`src/rtl/debug_run_controller_pkg.sv`:
```
// Shared types and default constants for the debug run controller.
// Holds state and stop-cause encodings, HLT encoding and width defaults.
package debug_run_controller_pkg;

   typedef enum logic [2:0] {
      S_IDLE,
      S_RUN,
      S_CHECK_HLT,
      S_STEP_WAIT,
      S_STEP_EXEC,
      S_SEND,
      S_WAIT_SEND,
      S_FINISH
   } state_t;

   typedef enum logic [1:0] {
      CAUSE_HALT    = 2'd0,
      CAUSE_BP      = 2'd1,
      CAUSE_ABORT   = 2'd2,
      CAUSE_TIMEOUT = 2'd3
   } cause_t;

   localparam int          DEF_PROC_BITS        = 32;
   localparam int          DEF_PC_BITS          = 32;
   localparam int          DEF_CLK_COUNTER_BITS = 32;
   localparam logic [31:0] DEF_HLT_WORD         = 32'hFFFF_FFFF;
   localparam int          DEF_HLT_CONFIRM      = 3;
   localparam int          DEF_MAX_CYCLES       = 2**20;
   localparam int          HLT_CNT_BITS         = 8;

endpackage

```
`src/rtl/hlt_confirm_counter.sv`:
```
// Counts consecutive HLT words on enabled cycles; o_confirmed marks the cycle
// whose HLT completes a run of HLT_CONFIRM. Ports: clk, rst, i_clear, i_enable, i_hlt, o_confirmed.
module hlt_confirm_counter
   import debug_run_controller_pkg::*;
#(
   parameter int HLT_CONFIRM = DEF_HLT_CONFIRM
) (
   input  logic clk,
   input  logic rst,
   input  logic i_clear,
   input  logic i_enable,
   input  logic i_hlt,
   output logic o_confirmed
);

   logic [HLT_CNT_BITS-1:0] cnt_q;

   always_ff @(posedge clk or posedge rst) begin
      if (rst) begin
         cnt_q <= '0;
      end else if (i_clear) begin
         cnt_q <= '0;
      end else if (i_enable) begin
         if (!i_hlt)
            cnt_q <= '0;
         else if (!(&cnt_q))
            cnt_q <= cnt_q + HLT_CNT_BITS'(1);
      end
   end

   // The current HLT counts toward the run, so the stop happens in that cycle.
   assign o_confirmed = i_enable && i_hlt &&
      (({1'b0, cnt_q} + (HLT_CNT_BITS+1)'(1)) >= (HLT_CNT_BITS+1)'(HLT_CONFIRM));

endmodule

```
`src/rtl/debug_run_controller.sv`:
```
// Run/step controller: gates the datapath enable, stops on HLT/breakpoint/abort,
// counts enabled cycles and requests dumps via o_send_start / i_send_done.
// Ports: i_start/i_mode launch, i_step, i_abort, i_instruction, i_pc, i_bp_valid,
// i_bp_addr, i_send_done; o_enable, o_send_start, o_clk_count, o_busy,
// o_stop_cause, o_done. Macro RUN_TIMEOUT_EN enables the MAX_CYCLES run limit.
module debug_run_controller
   import debug_run_controller_pkg::*;
#(
   parameter int PROC_BITS        = DEF_PROC_BITS,
   parameter int PC_BITS          = DEF_PC_BITS,
   parameter int CLK_COUNTER_BITS = DEF_CLK_COUNTER_BITS,
   parameter logic [PROC_BITS-1:0] HLT_WORD = PROC_BITS'(DEF_HLT_WORD),
   parameter int HLT_CONFIRM      = DEF_HLT_CONFIRM,
   parameter int MAX_CYCLES       = DEF_MAX_CYCLES
) (
   input  logic                        clk,
   input  logic                        rst,
   input  logic                        i_start,
   input  logic                        i_mode,
   input  logic                        i_step,
   input  logic                        i_abort,
   input  logic [PROC_BITS-1:0]        i_instruction,
   input  logic [PC_BITS-1:0]          i_pc,
   input  logic                        i_bp_valid,
   input  logic [PC_BITS-1:0]          i_bp_addr,
   input  logic                        i_send_done,
   output logic                        o_enable,
   output logic                        o_send_start,
   output logic [CLK_COUNTER_BITS-1:0] o_clk_count,
   output logic                        o_busy,
   output logic [1:0]                  o_stop_cause,
   output logic                        o_done
);

`ifdef RUN_TIMEOUT_EN
   localparam bit TIMEOUT_EN = 1'b1;
`else
   localparam bit TIMEOUT_EN = 1'b0;
`endif

   localparam logic [CLK_COUNTER_BITS-1:0] TIMEOUT_AT =
      CLK_COUNTER_BITS'(MAX_CYCLES - 1);

   state_t state_q, state_d;
   cause_t cause_q, cause_d;
   logic   cause_valid;
   logic   set_cause;
   logic   bp_mask;
   logic   start_go;
   logic   is_hlt;
   logic   bp_hit;
   logic   confirmed;
   logic   timeout_hit;

   assign start_go    = (state_q == S_IDLE) && i_start;
   assign is_hlt      = (i_instruction == HLT_WORD);
   // First RUN cycle of a session ignores the breakpoint so a resume can leave it.
   assign bp_hit      = i_bp_valid && (i_pc == i_bp_addr) && !bp_mask;
   assign timeout_hit = TIMEOUT_EN && (o_clk_count == TIMEOUT_AT);

   hlt_confirm_counter #(
      .HLT_CONFIRM(HLT_CONFIRM)
   ) u_hlt (
      .clk        (clk),
      .rst        (rst),
      .i_clear    (start_go),
      .i_enable   (o_enable),
      .i_hlt      (is_hlt),
      .o_confirmed(confirmed)
   );

   always_comb begin
      state_d   = state_q;
      cause_d   = cause_q;
      set_cause = 1'b0;
      unique case (state_q)
         S_IDLE:
            if (i_start)
               state_d = i_mode ? S_STEP_WAIT : S_RUN;
         S_RUN, S_CHECK_HLT: begin
            if (i_abort) begin
               state_d = S_SEND; set_cause = 1'b1; cause_d = CAUSE_ABORT;
            end else if (timeout_hit) begin
               state_d = S_SEND; set_cause = 1'b1; cause_d = CAUSE_TIMEOUT;
            end else if (confirmed) begin
               state_d = S_SEND; set_cause = 1'b1; cause_d = CAUSE_HALT;
            end else if (state_q == S_RUN && bp_hit) begin
               state_d = S_SEND; set_cause = 1'b1; cause_d = CAUSE_BP;
            end else if (state_q == S_RUN && is_hlt) begin
               state_d = S_CHECK_HLT;
            end else if (state_q == S_CHECK_HLT && !is_hlt) begin
               state_d = S_RUN;
            end
         end
         S_STEP_WAIT: begin
            if (i_abort) begin
               state_d = S_SEND; set_cause = 1'b1; cause_d = CAUSE_ABORT;
            end else if (i_step) begin
               state_d = S_STEP_EXEC;
            end
         end
         S_STEP_EXEC: begin
            state_d = S_SEND;
            if (i_abort) begin
               set_cause = 1'b1; cause_d = CAUSE_ABORT;
            end
         end
         S_SEND:
            state_d = S_WAIT_SEND;
         S_WAIT_SEND:
            if (i_send_done)
               state_d = cause_valid ? S_FINISH : S_STEP_WAIT;
         S_FINISH:
            state_d = S_IDLE;
         default:
            state_d = S_IDLE;
      endcase
   end

   always_comb begin
      o_enable     = 1'b0;
      o_send_start = 1'b0;
      o_done       = 1'b0;
      o_busy       = (state_q != S_IDLE);
      unique case (state_q)
         S_RUN, S_CHECK_HLT, S_STEP_EXEC: o_enable     = 1'b1;
         S_SEND:                          o_send_start = 1'b1;
         S_FINISH:                        o_done       = 1'b1;
         default: ;
      endcase
   end

   assign o_stop_cause = cause_q;

   always_ff @(posedge clk or posedge rst) begin
      if (rst) begin
         state_q     <= S_IDLE;
         cause_q     <= CAUSE_HALT;
         cause_valid <= 1'b0;
         bp_mask     <= 1'b0;
         o_clk_count <= '0;
      end else begin
         state_q <= state_d;
         bp_mask <= start_go && !i_mode;
         if (start_go) begin
            o_clk_count <= '0;
            cause_q     <= CAUSE_HALT;
            cause_valid <= 1'b0;
         end else begin
            if (o_enable && !(&o_clk_count))
               o_clk_count <= o_clk_count + CLK_COUNTER_BITS'(1);
            if (set_cause) begin
               cause_q     <= cause_d;
               cause_valid <= 1'b1;
            end
         end
      end
   end

endmodule

```
`config.mk`:
```
export PLATFORM = sky130hd
export DESIGN_NAME = debug_run_controller
export DESIGN_NICKNAME = d
export VERILOG_FILES = /design/src/rtl/debug_run_controller_pkg.sv /design/src/rtl/hlt_confirm_counter.sv /design/src/rtl/debug_run_controller.sv
export SDC_FILE = /design/constraint.sdc
export NUM_CORES = 1
export LEC_CHECK = 0
export BUFFER_PORTS_ARGS = -buffer_cell sky130_fd_sc_hd__buf_2
export CORE_ASPECT_RATIO = 0.7
export CORE_UTILIZATION = 30
export CTS_CLUSTER_SIZE = 24
export DETAILED_ROUTE_END_ITERATION = 12
export SETUP_SLACK_MARGIN = 0.5
export SYNTH_ARGS = -nofsm -noshare
export SYNTH_HDL_FRONTEND = slang
export SYNTH_SLANG_ARGS = --single-unit
```
`constraint.sdc`:
```
create_clock -name clk -period 2.5 [get_ports clk]
set_clock_uncertainty 0.2 [all_clocks]
set_input_delay 0.75 -clock clk [delete_from_list [all_inputs] [get_ports clk]]
set_output_delay 0.75 -clock clk [all_outputs]
set_load 0.03 [all_outputs]
```
# ---- Yosys cells after proc, flatten, opt, wreduce, memory -nomap -nowiden
# Cells that the tools add are included.
dict set report totals {
  regBits 47
  in_bits 104
}
dict set report op_classes {
  magnitude_cmp 1
  eq_ne 16
  add_sub_neg 3
  n_mux 35
  reduce_logical 28
}
# operator n
set ops {}
lappend ops {{32-bit two-way mux} 2}
lappend ops {{32-bit by 1-bit adder with 32-bit output (second input constant)} 1}
lappend ops {{32-bit equality test} 1}
lappend ops {{32-bit equality test (second input constant)} 1}
lappend ops {{8-bit two-way mux} 4}
lappend ops {{32-bit AND reduction} 1}
lappend ops {{3-bit two-way mux} 10}
lappend ops {{3-bit case mux with 7 select lines} 1}
lappend ops {{2-bit two-way mux} 7}
lappend ops {{3-bit equality test (second input constant)} 4}
lappend ops {{1-bit logical AND} 10}
lappend ops {{8-bit by 1-bit adder with 9-bit output (second input constant)} 1}
lappend ops {{9-bit by 2-bit greater-or-equal comparator with 1-bit output (second input constant)} 1}
lappend ops {{1-bit two-way mux} 9}
lappend ops {{8-bit by 1-bit adder with 8-bit output (second input constant)} 1}
lappend ops {{4-bit AND reduction} 2}
lappend ops {{8-bit AND reduction} 1}
lappend ops {{3-bit by 2-bit equality test with 1-bit output (second input constant)} 2}
lappend ops {{3-bit inequality test (second input constant)} 2}
lappend ops {{6-bit inequality test (second input constant)} 1}
lappend ops {{2-bit nonzero test} 3}
lappend ops {{3-bit nonzero test} 2}
lappend ops {{5-bit inequality test (second input constant)} 1}
lappend ops {{1-bit zero test} 4}
lappend ops {{9 further kinds} 11}

# ---- Logic depth before layout (Yosys ltp)
# Gate-level depths: netlist of the first run.
dict set report logic_depth {
  ltp_word 10
  ltp_mapped 9
  ltp_nobuf 8
}

# ---- Hierarchy
# A second synthesis of the first run with hierarchy kept.
dict set report hier_totals {
  hier_cells 377
  area_unflattened_um2 3253.1
}
# mod instances seq_area_each_um2 cells_per_inst area_per_inst_um2
set by_module_without_submodules {}
lappend by_module_without_submodules {debug_run_controller 1 975.9 309 2675.1}
lappend by_module_without_submodules {hlt_confirm_counter 1 200.2 68 578.1}

# ---- Worst setup path after synthesis of the first run
# No wires, ideal clock.
dict set report synth_path {
  kind {input-to-reg}
  from {input port i_instruction[15]}
  to {register cause_q[0], in the netlist o_stop_cause[0]}
  arrival_ns 2.520
  setup_slack_ns -0.347
  path_stages 7
  path_cell_list {nand4_1 nor4_1 nand2_1 a311oi_2 o22ai_1 a21oi_1 mux2_1}
}
dict set report synth_via {
  elab_chain_len 8
  elab_cells_between_ends 14
  classes_between {eq/ne: 2; mux: 8; reduce/logical: 4}
}
# element line_no
set synth_rtl {}
lappend synth_rtl {{from (decl)} debug_run_controller.sv:22} ;# input logic [PROC_BITS-1:0] i_instruction,
lappend synth_rtl {{32-bit equality test *} debug_run_controller.sv:56} ;# assign is_hlt = (i_instruction == HLT_WORD);
lappend synth_rtl {{1-bit logical AND * (2 in series)} hlt_confirm_counter.sv:32} ;# assign o_confirmed = i_enable && i_hlt &&
lappend synth_rtl {{1-bit two-way mux or 2-bit two-way mux (tied branches)} debug_run_controller.sv:85} ;# end else if (confirmed) begin
lappend synth_rtl {{1-bit two-way mux or 2-bit two-way mux (tied branches)} debug_run_controller.sv:81} ;# if (i_abort) begin
lappend synth_rtl {{1-bit case mux with 2 select lines or 2-bit case mux with 2 select lines (tied branches)} debug_run_controller.sv:76} ;# unique case (state_q)
lappend synth_rtl {{2-bit nonzero test (no source line) or 2-bit two-way mux (tied branches)} --}
lappend synth_rtl {{4-bit AND reduction (no source line) or 2-bit two-way mux (tied branches)} --}
lappend synth_rtl {{to (signal assigned)} debug_run_controller.sv:153} ;# cause_q <= cause_d;
lappend synth_rtl {{to (decl)} debug_run_controller.sv:45} ;# cause_t cause_q, cause_d;
# Mark *: on every way between the ends. The rest lies on a longest branch, timed or not. The select of a mux whose other input is x is not followed.
# A chain may end at the register's enable or synchronous reset.

# ---- Final worst setup path of the first run
dict set report layout_path {
  from {register u_hlt.cnt_q[0]}
  to {register cause_valid}
}
dict set report layout_via {
  elab_chain_len 7
}
# element line_no
set layout_rtl {}
lappend layout_rtl {{from (decl)} hlt_confirm_counter.sv:16} ;# logic [HLT_CNT_BITS-1:0] cnt_q;
lappend layout_rtl {{from (signal assigned)} hlt_confirm_counter.sv:27} ;# cnt_q <= cnt_q + HLT_CNT_BITS'(1);
lappend layout_rtl {{8-bit by 1-bit adder with 9-bit output} hlt_confirm_counter.sv:33} ;# (({1'b0, cnt_q} + (HLT_CNT_BITS+1)'(1)) >= (HLT_CNT_BITS+1)'(HLT_CONFIRM));
lappend layout_rtl {{9-bit by 2-bit greater-or-equal comparator with 1-bit output} hlt_confirm_counter.sv:33}
lappend layout_rtl {{1-bit logical AND} hlt_confirm_counter.sv:32}
lappend layout_rtl {{1-bit two-way mux} debug_run_controller.sv:85}
lappend layout_rtl {{1-bit two-way mux} debug_run_controller.sv:81}
lappend layout_rtl {{1-bit case mux with 2 select lines} debug_run_controller.sv:76}
lappend layout_rtl {{2-bit nonzero test (no source line)} --}
lappend layout_rtl {{to (signal assigned)} debug_run_controller.sv:139} ;# cause_valid <= 1'b0;
lappend layout_rtl {{to (signal assigned)} debug_run_controller.sv:148} ;# cause_valid <= 1'b0;
lappend layout_rtl {{to (signal assigned)} debug_run_controller.sv:154} ;# cause_valid <= 1'b1;
lappend layout_rtl {{to (decl)} debug_run_controller.sv:46} ;# logic cause_valid;
# No other way between the ends.

==> impl_table.tex, run 1 <==
\begin{tabular}{lr}
\hline
Metric & Value \\
\hline
\multicolumn{2}{l}{\textbf{Status}} \\
Result of the run & finished with violations \\
Violations in the final reports & setup timing \\
\multicolumn{2}{l}{\textbf{GRT}} \\
Vias in the first global route & between 3000 and 4000 \\
Antenna violations before repair & 0 \\
First-pass GRT wire length & between 15000 and 20000 um \\
Total congestion overflow after global routing & 0 \\
Largest net degree at the start of global routing & 31 \\
GRT Resource Usage Total & 18.2\% \\
GRT met2 Usage & roughly a quarter \\
Met3 Usage GRT & between 3 and 4\% \\
Busiest layer in global routing & met1 \\
Met1 Track Usage GR & 27.4\% \\
\multicolumn{2}{l}{\textbf{Routing}} \\
Per-cell routed wire length & around 15 um \\
Final Routed Wirelength & 10500 um \\
Detail Route Antenna Nets & 0 \\
Initial DRC count & 203 \\
Via density per instance & between 4 and 5 \\
Residual DRC & 0 \\
Drt pass-1 iters & 4 \\
Routed via count & about 3500 \\
\multicolumn{2}{l}{\textbf{Final layout}} \\
Fraction of layout cells with a size suffix above 1 & 52.8\% \\
Number of antenna diodes & 0 \\
Final cell count without fillers & 704 \\
Number of nets in the layout & 682 \\
Area delta synth->final & 66.7\% \\
\multicolumn{2}{l}{\textbf{Synthesis}} \\
Post-synthesis sequential element count & between 40 and 50 \\
Most area-hungry cell type in the Yosys netlist & sky130\_fd\_sc\_hd\_\_dfrtp\_1 \\
Most numerous cell types in the synthesized netlist & sky130\_fd\_sc\_hd\_\_dfrtp\_1 (47), sky130\_fd\_sc\_hd\_\_nor2\_1 (44), sky130\_fd\_sc\_hd\_\_xor2\_1 (43) \\
FFs w/ async S/R, synth & between 90\% and 100\% \\
Post-synthesis instance total & roughly 370 \\
Sequential area share after synthesis & 37.3\% \\
Synth top area share & 37.3\% \\
Synthesized netlist net count & between 400 and 500 \\
EDFF count, synth & 0 \\
Cell with the most instances after synthesis & sky130\_fd\_sc\_hd\_\_dfrtp\_1 \\
Top\_reg\_cell synth & sky130\_fd\_sc\_hd\_\_dfrtp\_1 \\
Combined area of all synthesized cells & roughly 3200 um\^{}2 \\
Cell types with the largest area share after synthesis & sky130\_fd\_sc\_hd\_\_dfrtp\_1 (37\%), sky130\_fd\_sc\_hd\_\_xor2\_1 (12\%), sky130\_fd\_sc\_hd\_\_nor2\_1 (5.2\%) \\
Count of cell types in the netlist & 47 \\
Synth warn & 0 \\
Mean instance size in the synthesized netlist & 8.59 um\^{}2 \\
\multicolumn{2}{l}{\textbf{Min path}} \\
Path type of the worst min-delay path & in2async \\
\multicolumn{2}{l}{\textbf{Worst setup path}} \\
Worst flop-to-flop path startpoint & u\_hlt.cnt\_q[0] \\
Number of cells on the critical path & 9 \\
First element of the critical path & u\_hlt.cnt\_q[0] \\
Worst path bufs/invs & 2 \\
Cell mode on critical path & sky130\_fd\_sc\_hd\_\_buf\_4 \\
Crit path DAT & around 2600 ps \\
Cell family with the largest share of critical-path delay & compound AO/OA/AOI/OAI gates \\
Critical path launch point type & flip-flop \\
Worst reg-to-reg setup slack & -100 ps \\
Worst path required time & between 2000 and 2500 ps \\
Critical Setup Path Class & reg2reg \\
Maximum fanout encountered on the critical timing path & 5 \\
Cell breakdown of the critical path & and3\_4, or4\_4, a211oi\_4, a311oi\_2, buf\_4, o311ai\_4, a21oi\_2, buf\_4, o31a\_1 \\
Worst reg2reg path endpoint & cause\_valid \\
Worst Setup EP & cause\_valid \\
Element type at the critical path end & flip-flop \\
Worst reg-to-reg path cell count & 9 \\
Slowest-stage cell, CP & sky130\_fd\_sc\_hd\_\_or4\_4 \\
Slowest stage delay, CP & 430 ps \\
\multicolumn{2}{l}{\textbf{Floorplanning}} \\
Area of the core & roughly 9900 um\^{}2 \\
I/O pins & 142 \\
Die boundary width & 125 um \\
Num rows & 30 \\
Die H & just under 90 um \\
Die Area & approximately 11000 um\^{}2 \\
Starting utilization of the core area & a little under a third \\
\multicolumn{2}{l}{\textbf{Clocking}} \\
Clock buffer count from CTS & 5 \\
TritonCTS clock tree & built \\
Number of buffers inserted by hold repair at cts & 0 \\
CTS Buffer Depth & 2 \\
Num Clock Sinks & between 40 and 50 \\
Count of H-tree levels built during CTS & 2 \\
Clock Latency Late Sink & roughly 290 ps \\
Clock slew at reported path FFs & around 70 ps \\
Root buffer selected by CTS & sky130\_fd\_sc\_hd\_\_clkbuf\_16 \\
\multicolumn{2}{l}{\textbf{Timing}} \\
Final Critical Period & roughly 2600 ps \\
Unrepaired setup endpoints after global routing & true \\
WHS & 300 ps \\
Hold Violations, Final & 0 \\
Worst setup margin & -101 ps \\
Ratio of final minimum period to clock period & 104\% \\
Max-slew violation count & 0 \\
Worst-case headroom to the max-slew limit & roughly 53\% \\
Pin slew with the least headroom to its limit & roughly 700 ps \\
FMAX & 0.384 GHz \\
Finish-stage setup viols & 2 \\
\multicolumn{2}{l}{\textbf{Place}} \\
Placed cells & between 600 and 700 \\
Placed wire-length estimate after detailed placement & 7520 um \\
Input/output buffers & about 140 \\
Final weighted congestion in routability-driven placement & around 0.80 \\
\multicolumn{2}{l}{\textbf{Pwr}} \\
Maximum vdd ir drop & a little over 0.5 mV \\
Cell Pwr Density & around 940 nW/um\^{}2 \\
Leakage & 2.47 nW \\
\multicolumn{2}{l}{\textbf{Run}} \\
Max-cap violations & 0 \\
\hline
\end{tabular}
worst min path at each step:
stage	startpoint	to	slack, ps	depth (start not counted)
2_1_floorplan	cause_valid	cause_valid	280	1
3_3_place_gp	o_clk_count[6]	o_clk_count[6]	290	1
3_5_place_dp	o_clk_count[10]	o_clk_count[10]	290	1
4_1_cts	o_clk_count[10]	o_clk_count[10]	310	1
5_1_grt	o_clk_count[10]	o_clk_count[10]	310	1
6_report	rst	cause_valid	300	2
metal layers:
metal | wire length (um) | vias up
li1 | - | 1738
met1 | 5150 | 1666
met2 | 4910 | 67
met3 | 387 | 7
met4 | 74 | 0
met5 | 0 | -
layout make-up:
type	instances	area (um^2)
clock inverter	1	5.00
clock buffer	7	133
multi-input combinational	299	2340
fill	909	4690
timing repair buffer	211	1370
tap	128	160
inverter	11	52.6
sequential	47	1190
cell families (layout without fill, tap and decap cells):
logic type,after synthesis,after routing,synth area share (%)
buffers and inverters,22,230,2.82
muxes,6,6,1.95
and+or+nand+nor,169,169,28.0
DFF,47,47,37.3
adders and majority gates,3,3,1.19
xor gates and xnor gates,56,56,15.6
AOI/OAI and AO/OA,64,65,13.2
state kept, by name, summed over array words and instances (netlist names):
signal,count
bp_mask,1
cause_valid,1
o_clk_count,32
o_stop_cause,2
state_q,3
u_hlt.cnt_q,8
worst register-to-register path, delay by kind of cell, from the launching register on:
family	cells	cell delay, ps
AO/OA/AOI/OAI	5	960
AND/OR/NAND/NOR	2	610
flip-flops	1	400
buffers and inverters	2	330
per-stage QoR:
| step | util, % | TNS [ps] | cell area [um^2] | power, mW | setup slack (ps) |
|---|---|---|---|---|---|
| 6_report | 52.8 | -118 | 5250 | 4.95 | -101 |
| 5_1_grt | 52.8 | -682 | 5250 | 5.24 | -191 |
| 4_1_cts | 50.0 | -123 | 4970 | 4.68 | -76.8 |
| 3_5_place_dp | 44.4 | -2630 | 4420 | 3.73 | -367 |
| 3_3_place_gp | 44.4 | -2320 | 4420 | 3.70 | -347 |
| 2_1_floorplan | - | -333 | 3350 | 2.93 | -126 |
repair_timing:
| item | 4_1_cts | 5_1_grt |
|---|---|---|
| setup buffers | 21 | 10 |
| cloned | 1 | 1 |
| gates resized for setup | 60 | 46 |
| endpoints found under the setup margin | 47 | 52 |
| pin swaps | 20 | 20 |
cell usage in the layout (no fill, tap or decap), drive strengths merged, types with 2 or more instances in the layout:
master / n
a211oi: 4
inv: 8
nor3: 8
a21oi: 16
xor2: 43
mux2i: 5
nand4: 19
o22ai: 3
o21ai: 21
and3: 9
clkinvlp: 3
nand2b: 4
o31ai: 7
o41ai: 3
ha: 3
nor2: 44
or3: 8
or4: 4
nand2: 32
buf: 210
nor2b: 2
nor4: 13
nand3: 12
dfrtp: 47
and4: 7
and2: 6
o211ai: 2
clkbuf: 8
xnor2: 13
report_power, final:
part           internal, mW  switching [mW]  total (mW)
sequential             1.06           0.342        1.40
combinational          1.16            1.73        2.89
clock                 0.370           0.287       0.658
total                  2.59            2.36        4.95
No activity file was read; power rests on OpenSTA's default activity.
==> run 2, diff against run 1 <==
Settings changed: CELL_PAD_IN_SITES_DETAIL_PLACEMENT set to 1, CELL_PAD_IN_SITES_GLOBAL_PLACEMENT set to 2, CORE_UTILIZATION 30 to 24, PLACE_DENSITY_LB_ADDON set to 0.1.
==> impl_table.tex, run 2 (synthesized netlist as in run 1, its figures left out) <==
\begin{tabular}{lr}
\hline
Metric & Value \\
\hline
\multicolumn{2}{l}{\textbf{Status}} \\
Result of the run & finished with violations \\
Violations in the final reports & DRC, setup timing \\
\multicolumn{2}{l}{\textbf{Routing}} \\
Routed via count & 3560 (+2.4\%) \\
Per-cell routed wire length & 16.4 um (+9.7\%) \\
Detail Route Antenna Nets & 0 (unchanged) \\
Initial DRC count & 96 (-53\%) \\
Via density per instance & 4.78 (-3.1\%) \\
Final Routed Wirelength & 12200 um (+16\%) \\
Drt pass-1 iters & 10 (+6) \\
Residual DRC & 10 (+10) \\
\multicolumn{2}{l}{\textbf{Clocking}} \\
Clock Latency Late Sink & 290 ps (about the same) \\
Count of H-tree levels built during CTS & 2 (unchanged) \\
Num Clock Sinks & 47 (unchanged) \\
Clock slew at reported path FFs & 70 ps (about the same) \\
Clock buffer count from CTS & 5 (unchanged) \\
TritonCTS clock tree & built \\
Root buffer selected by CTS & sky130\_fd\_sc\_hd\_\_clkbuf\_16 \\
CTS Buffer Depth & 2 (unchanged) \\
\multicolumn{2}{l}{\textbf{Final layout}} \\
Number of antenna diodes & 0 (unchanged) \\
Area delta synth->final & 76.3\% \\
Largest register by flop count & o\_clk\_count \\
\# fillers & 1468 (+61\%) \\
Fraction of layout cells with a size suffix above 1 & 56.4\% (+3.6 points) \\
Max FFs per register & 32 (unchanged) \\
Register area & 1190 um\^{}2 (+0.21\%) \\
Most common cell after layout, fill and taps aside & sky130\_fd\_sc\_hd\_\_buf\_2 \\
Top flop regs & o\_clk\_count x32, u\_hlt.cnt\_q x8, state\_q x3 \\
Leading cell types in the layout, fill and taps excluded & sky130\_fd\_sc\_hd\_\_buf\_2 (122), sky130\_fd\_sc\_hd\_\_buf\_4 (54), sky130\_fd\_sc\_hd\_\_xor2\_1 (43), sky130\_fd\_sc\_hd\_\_nor2\_1 (37), sky130\_fd\_sc\_hd\_\_buf\_6 (37) \\
Multi-input gate area & 2420 um\^{}2 (+3.5\%) \\
Number of nets in the layout & 688 (+0.88\%) \\
\multicolumn{2}{l}{\textbf{Pwr}} \\
Leakage & 2.60 nW (+5.3\%) \\
Cell Pwr Density & 947 nW/um\^{}2 (+0.49\%) \\
Maximum vdd ir drop & 0.564 mV (+12\%) \\
\multicolumn{2}{l}{\textbf{Worst setup path}} \\
Worst path required time & 2470 ps (about the same) \\
Critical path launch point type & flip-flop \\
Worst reg-to-reg setup slack & -160 ps (-60 ps) \\
Worst flop-to-flop path startpoint & u\_hlt.cnt\_q[0] \\
Worst reg2reg path endpoint & cause\_valid \\
Maximum fanout encountered on the critical timing path & 4 (-1) \\
Element type at the critical path end & flip-flop \\
Crit path DAT & 2630 ps (+50 ps) \\
Worst reg-to-reg path cell count & 9 (unchanged) \\
First element of the critical path & u\_hlt.cnt\_q[0] \\
Critical Setup Path Class & reg2reg \\
\multicolumn{2}{l}{\textbf{GRT}} \\
Largest net degree at the start of global routing & 48 (+55\%) \\
First-pass GRT wire length & 19300 um (+21\%) \\
Vias in the first global route & 3778 (+18\%) \\
Total congestion overflow after global routing & 0 (unchanged) \\
Antenna violations before repair & 0 (unchanged) \\
GRT Resource Usage Total & 17.7\% (-0.47 points) \\
\multicolumn{2}{l}{\textbf{Floorplanning}} \\
Die H & 97.9 um (+12\%) \\
Starting utilization of the core area & 25.0\% (-6.7 points) \\
Die boundary width & 139 um (+12\%) \\
Die Area & 13600 um\^{}2 (+24\%) \\
I/O pins & 142 (unchanged) \\
Area of the core & 12600 um\^{}2 (+27\%) \\
Num rows & 34 (+13\%) \\
\multicolumn{2}{l}{\textbf{Timing}} \\
Max-slew violation count & 0 (unchanged) \\
Ratio of final minimum period to clock period & 106\% (+2.4 points) \\
FMAX & 0.376 GHz (-2.2\%) \\
Finish-stage setup viols & 6 (+4) \\
Final Critical Period & 2660 ps (+59.5 ps) \\
Pin slew with the least headroom to its limit & 748 ps (+51.6 ps) \\
Setup TNS Final & -576 ps (-458 ps) \\
Unrepaired setup endpoints after global routing & true \\
Worst-case headroom to the max-slew limit & 49.6\% (-3.5 points) \\
Hold Violations, Final & 0 (unchanged) \\
Worst setup margin & -161 ps (-59.5 ps) \\
\multicolumn{2}{l}{\textbf{Run}} \\
Max-cap violations & 0 (unchanged) \\
\multicolumn{2}{l}{\textbf{Min path}} \\
Path type of the worst min-delay path & in2async \\
\multicolumn{2}{l}{\textbf{Place}} \\
Placed wire-length estimate after detailed placement & 8970 um (+19\%) \\
Input/output buffers & 141 (unchanged) \\
Final weighted congestion in routability-driven placement & 0.790 (-1.4\%) \\
Worst slack, placed & -436 ps (-69.4 ps) \\
\hline
\end{tabular}
## run 2: changes by cell type in the layout (fill, tap and decap cells not counted), sizes merged
| cell | previous run | this run |
|---|---|---|
| clkbuf | 8 | 6 |
| buf | 210 | 217 |
| bufinv | 0 | 1 |
## run 2: worst max-delay path by stage
stage | end | slack, ps | cells past startpoint
after floorplan | o_stop_cause[0] | -130 | 7
after global routing | cause_valid | -240 | 9
after CTS | cause_valid | -130 | 10
after detailed placement | o_stop_cause[0] | -440 | 8
final | cause_valid | -160 | 9
after global placement | o_stop_cause[0] | -400 | 8
## run 2: cell type report
class	count	share of cell area (%)
Clock buffer	6	2.50
Clock inverter	2	0.630
Inverter	11	0.946
Multi-Input combinational cell	299	43.6
Sequential cell	47	21.5
Tap cell	162	3.65
Timing Repair Buffer	217	27.2
## run 2: per-layer routing
layer / share of wire [%] / track usage (%) / vias to the layer above / routed length [um]
li1: - / - / 1746 / -
met1: 48 / 24.0 / 1746 / 5810
met2: 48 / 29.6 / 62 / 5840
met3: 3.9 / 3.33 / 6 / 474
met4: 0.53 / 3.25 / 0 / 65
met5: 0 / 0 / - / 0
## run 2: power breakdown
group	internal, mW	leakage (nW)	switching, mW	total (mW)
clock	0.498	0.0868	0.304	0.802
sequential	1.06	0.600	0.344	1.41
combinational	1.26	1.91	1.79	3.05
## run 2: worst max-delay path: stages (launching register included)
cell,delay (ps)
sky130_fd_sc_hd__dfrtp_1,430
sky130_fd_sc_hd__and3_4,200
sky130_fd_sc_hd__or4_4,430
sky130_fd_sc_hd__a211oi_4,280
sky130_fd_sc_hd__a311oi_2,120
sky130_fd_sc_hd__buf_4,180
sky130_fd_sc_hd__o311ai_4,220
sky130_fd_sc_hd__a21oi_2,70
sky130_fd_sc_hd__buf_4,150
sky130_fd_sc_hd__o31a_1,260
## run 2: timing repair
action                     CTS  global route
buffers inserted            22             9
setup endpoints to repair   47            56
resized for setup           67            75
gates cloned                 1             0
hold buffers                 0             0
pin swaps                   27            27
## run 2: through the flow
stage	cell area (um^2)	util [%]	power [mW]	hold WS, ps	cells
after global placement	4540	36.0	3.81	287	704
after detailed placement	4540	36.0	3.86	297	704
final	5560	44.1	5.26	308	744
after floorplan	3350	-	2.93	276	367
after global routing	5560	44.1	5.58	324	744
after CTS	5190	41.3	5.04	315	735
==> run 3, diff against run 2 <==
Settings changed: CAP_MARGIN set to 20, CORE_UTILIZATION 24 to 26, RECOVER_POWER set to 50.
Clock period 2.5 ns to 2.6 ns, I/O delays scaled along.
==> impl_table.tex, run 3 (synthesized netlist as in run 1, its figures left out) <==
\begin{tabular}{lr}
\hline
Metric & Value \\
\hline
\multicolumn{2}{l}{\textbf{Status}} \\
Result of the run & finished with violations \\
Violations in the final reports & setup timing \\
\multicolumn{2}{l}{\textbf{Floorplanning}} \\
Die Area & 12600 um\^{}2 (-7.6\%) \\
Num rows & 33 (-2.9\%) \\
Die boundary width & 134 um (-3.9\%) \\
Starting utilization of the core area & 26.8\% (+1.8 points) \\
I/O pins & 142 (unchanged) \\
Die H & 94.1 um (-3.8\%) \\
Area of the core & 11800 um\^{}2 (-6.5\%) \\
\multicolumn{2}{l}{\textbf{Final layout}} \\
Finished Cell Area & 5360 um\^{}2 (-3.6\%) \\
Leading cell types in the layout, fill and taps excluded & sky130\_fd\_sc\_hd\_\_buf\_2 (115), sky130\_fd\_sc\_hd\_\_buf\_4 (45), sky130\_fd\_sc\_hd\_\_xor2\_1 (42), sky130\_fd\_sc\_hd\_\_dfrtp\_1 (35), sky130\_fd\_sc\_hd\_\_nor2\_1 (34) \\
Top flop regs & o\_clk\_count x32, u\_hlt.cnt\_q x8, state\_q x3 \\
Area delta synth->final & 69.9\% \\
Most common cell after layout, fill and taps aside & sky130\_fd\_sc\_hd\_\_buf\_2 \\
Fraction of layout cells with a size suffix above 1 & 53.1\% (-3.3 points) \\
Max FFs per register & 32 (unchanged) \\
Number of nets in the layout & 680 (-1.2\%) \\
Largest register by flop count & o\_clk\_count \\
Number of antenna diodes & 0 (unchanged) \\
\multicolumn{2}{l}{\textbf{Pwr}} \\
Leakage & 2.48 nW (-4.6\%) \\
Maximum vdd ir drop & 0.519 mV (-8.1\%) \\
Cell Pwr Density & 905 nW/um\^{}2 (-4.4\%) \\
\multicolumn{2}{l}{\textbf{Clocking}} \\
Root buffer selected by CTS & sky130\_fd\_sc\_hd\_\_clkbuf\_16 \\
Clock Latency Late Sink & 290 ps (about the same) \\
Num Clock Sinks & 47 (unchanged) \\
TritonCTS clock tree & built \\
Clock slew at reported path FFs & 60 ps (about the same) \\
CTS Buffer Depth & 2 (unchanged) \\
Clock buffer count from CTS & 5 (unchanged) \\
Count of H-tree levels built during CTS & 2 (unchanged) \\
\multicolumn{2}{l}{\textbf{Worst setup path}} \\
Critical path launch point type & flip-flop \\
Cell family with the largest share of critical-path delay & compound AO/OA/AOI/OAI gates \\
Slowest-stage cell, CP & sky130\_fd\_sc\_hd\_\_or4\_4 \\
Maximum fanout encountered on the critical timing path & 5 (+1) \\
Crit path DAT & 2660 ps (+30 ps) \\
Cell breakdown of the critical path & and3\_4, or4\_4, a211oi\_4, a311oi\_2, buf\_4, o311ai\_4, a21oi\_2, buf\_4, o31a\_1 \\
Worst path bufs/invs & 2 (unchanged) \\
Cell mode on critical path & sky130\_fd\_sc\_hd\_\_buf\_4 \\
Element type at the critical path end & flip-flop \\
Critical Setup Path Class & reg2reg \\
Slowest stage delay, CP & 450 ps (+20 ps) \\
Worst path required time & 2580 ps (+110 ps) \\
\multicolumn{2}{l}{\textbf{Place}} \\
Placed wire-length estimate after detailed placement & 8470 um (-5.5\%) \\
Final weighted congestion in routability-driven placement & 0.758 (-4.0\%) \\
Worst slack, placed & -321 ps (+115 ps) \\
Input/output buffers & 141 (unchanged) \\
Placed Area & 4390 um\^{}2 (-3.3\%) \\
\multicolumn{2}{l}{\textbf{Run}} \\
Max-cap violations & 0 (unchanged) \\
\multicolumn{2}{l}{\textbf{Timing}} \\
Pin slew with the least headroom to its limit & 1280 ps (+536 ps) \\
Hold Violations, Final & 0 (unchanged) \\
Unrepaired setup endpoints after global routing & true \\
WHS & 318 ps (+9.16 ps) \\
Worst setup margin & -78.3 ps (+82.7 ps) \\
Ratio of final minimum period to clock period & 103\% (-3.4 points) \\
Max-slew violation count & 0 (unchanged) \\
Final Critical Period & 2680 ps (+17.3 ps) \\
FMAX & 0.373 GHz (-0.64\%) \\
Worst-case headroom to the max-slew limit & 14.4\% (-35 points) \\
Finish-stage setup viols & 3 (-3) \\
\multicolumn{2}{l}{\textbf{Routing}} \\
Final Routed Wirelength & 11900 um (-2.2\%) \\
Initial DRC count & 101 (+5.2\%) \\
Detail Route Antenna Nets & 0 (unchanged) \\
Residual DRC & 0 (-10) \\
Via density per instance & 4.86 (+1.5\%) \\
Drt pass-1 iters & 4 (-6) \\
Per-cell routed wire length & 16.3 um (-0.32\%) \\
Routed via count & 3545 (-0.42\%) \\
\multicolumn{2}{l}{\textbf{Min path}} \\
Path type of the worst min-delay path & reg2reg \\
\multicolumn{2}{l}{\textbf{GRT}} \\
GRT Resource Usage Total & 18.5\% (+0.81 points) \\
Total congestion overflow after global routing & 0 (unchanged) \\
First-pass GRT wire length & 18100 um (-5.9\%) \\
Antenna violations before repair & 0 (unchanged) \\
Largest net degree at the start of global routing & 48 (unchanged) \\
Vias in the first global route & 3519 (-6.9\%) \\
\hline
\end{tabular}
==> run 3: worst paths after layout <==
path | start | end | slack [ps] | cells past startpoint
setup reg to reg | u_hlt.cnt_q[0] | cause_valid | -80 | 9
max in group asynchronous | rst | o_clk_count[3] | 610 | 3
setup / recovery | u_hlt.cnt_q[0] | cause_valid | -80 | 9
min in group asynchronous | rst | o_clk_count[29] | 710 | 3
hold / removal | cause_valid | cause_valid | 320 | 1
hold reg to reg | cause_valid | cause_valid | 320 | 1
==> run 3: area by class of cell <==
type	instances	area [um^2]
Multi-Input combinational cell	300	2440
Timing Repair Buffer	208	1340
Inverter	11	48.8
Sequential cell	47	1190
Fill cell	1394	6410
Tap cell	157	196
Clock buffer	7	133
==> run 3: what timing repair did <==
| action | CTS | global route |
|---|---|---|
| gates resized for setup | 73 | 68 |
| cloned | 2 | 0 |
| hold buffers | 0 | 0 |
| buffers inserted | 21 | 13 |
| setup endpoints to repair | 42 | 43 |
| pin swaps | 19 | 44 |
==> run 3: metal layers <==
metal	wire length, um	GRT usage (%)	vias up
li1	-	-	1741
met1	5740	26.3	1738
met2	5630	28.9	56
met3	425	3.29	10
met4	122	4.55	0
met5	0	0	-
==> run 3: where the power goes <==
part	leakage (nW)	internal, mW	switching (mW)
Sequential	0.602	1.02	0.325
Combinational	1.82	1.13	1.74
Clock	0.0640	0.353	0.279
==> run 3: per-stage QoR <==
step	setup TNS [ps]	instances	utilization (%)	total power [mW]
final	-154	730	45.5	4.85
after global routing	-682	730	45.5	5.18
after CTS	-110	717	42.3	4.66
after detailed placement	-2530	687	37.3	3.53
after global placement	-2140	687	37.3	3.49
after floorplan	-55.7	367	-	2.76
==> run 3: worst register-to-register path: cells and delay by family (launching register included) <==
kind | cells | cell delay, ps
flops | 1 | 440
simple gates | 2 | 650
buf+inv | 2 | 330
compound gates | 5 | 950
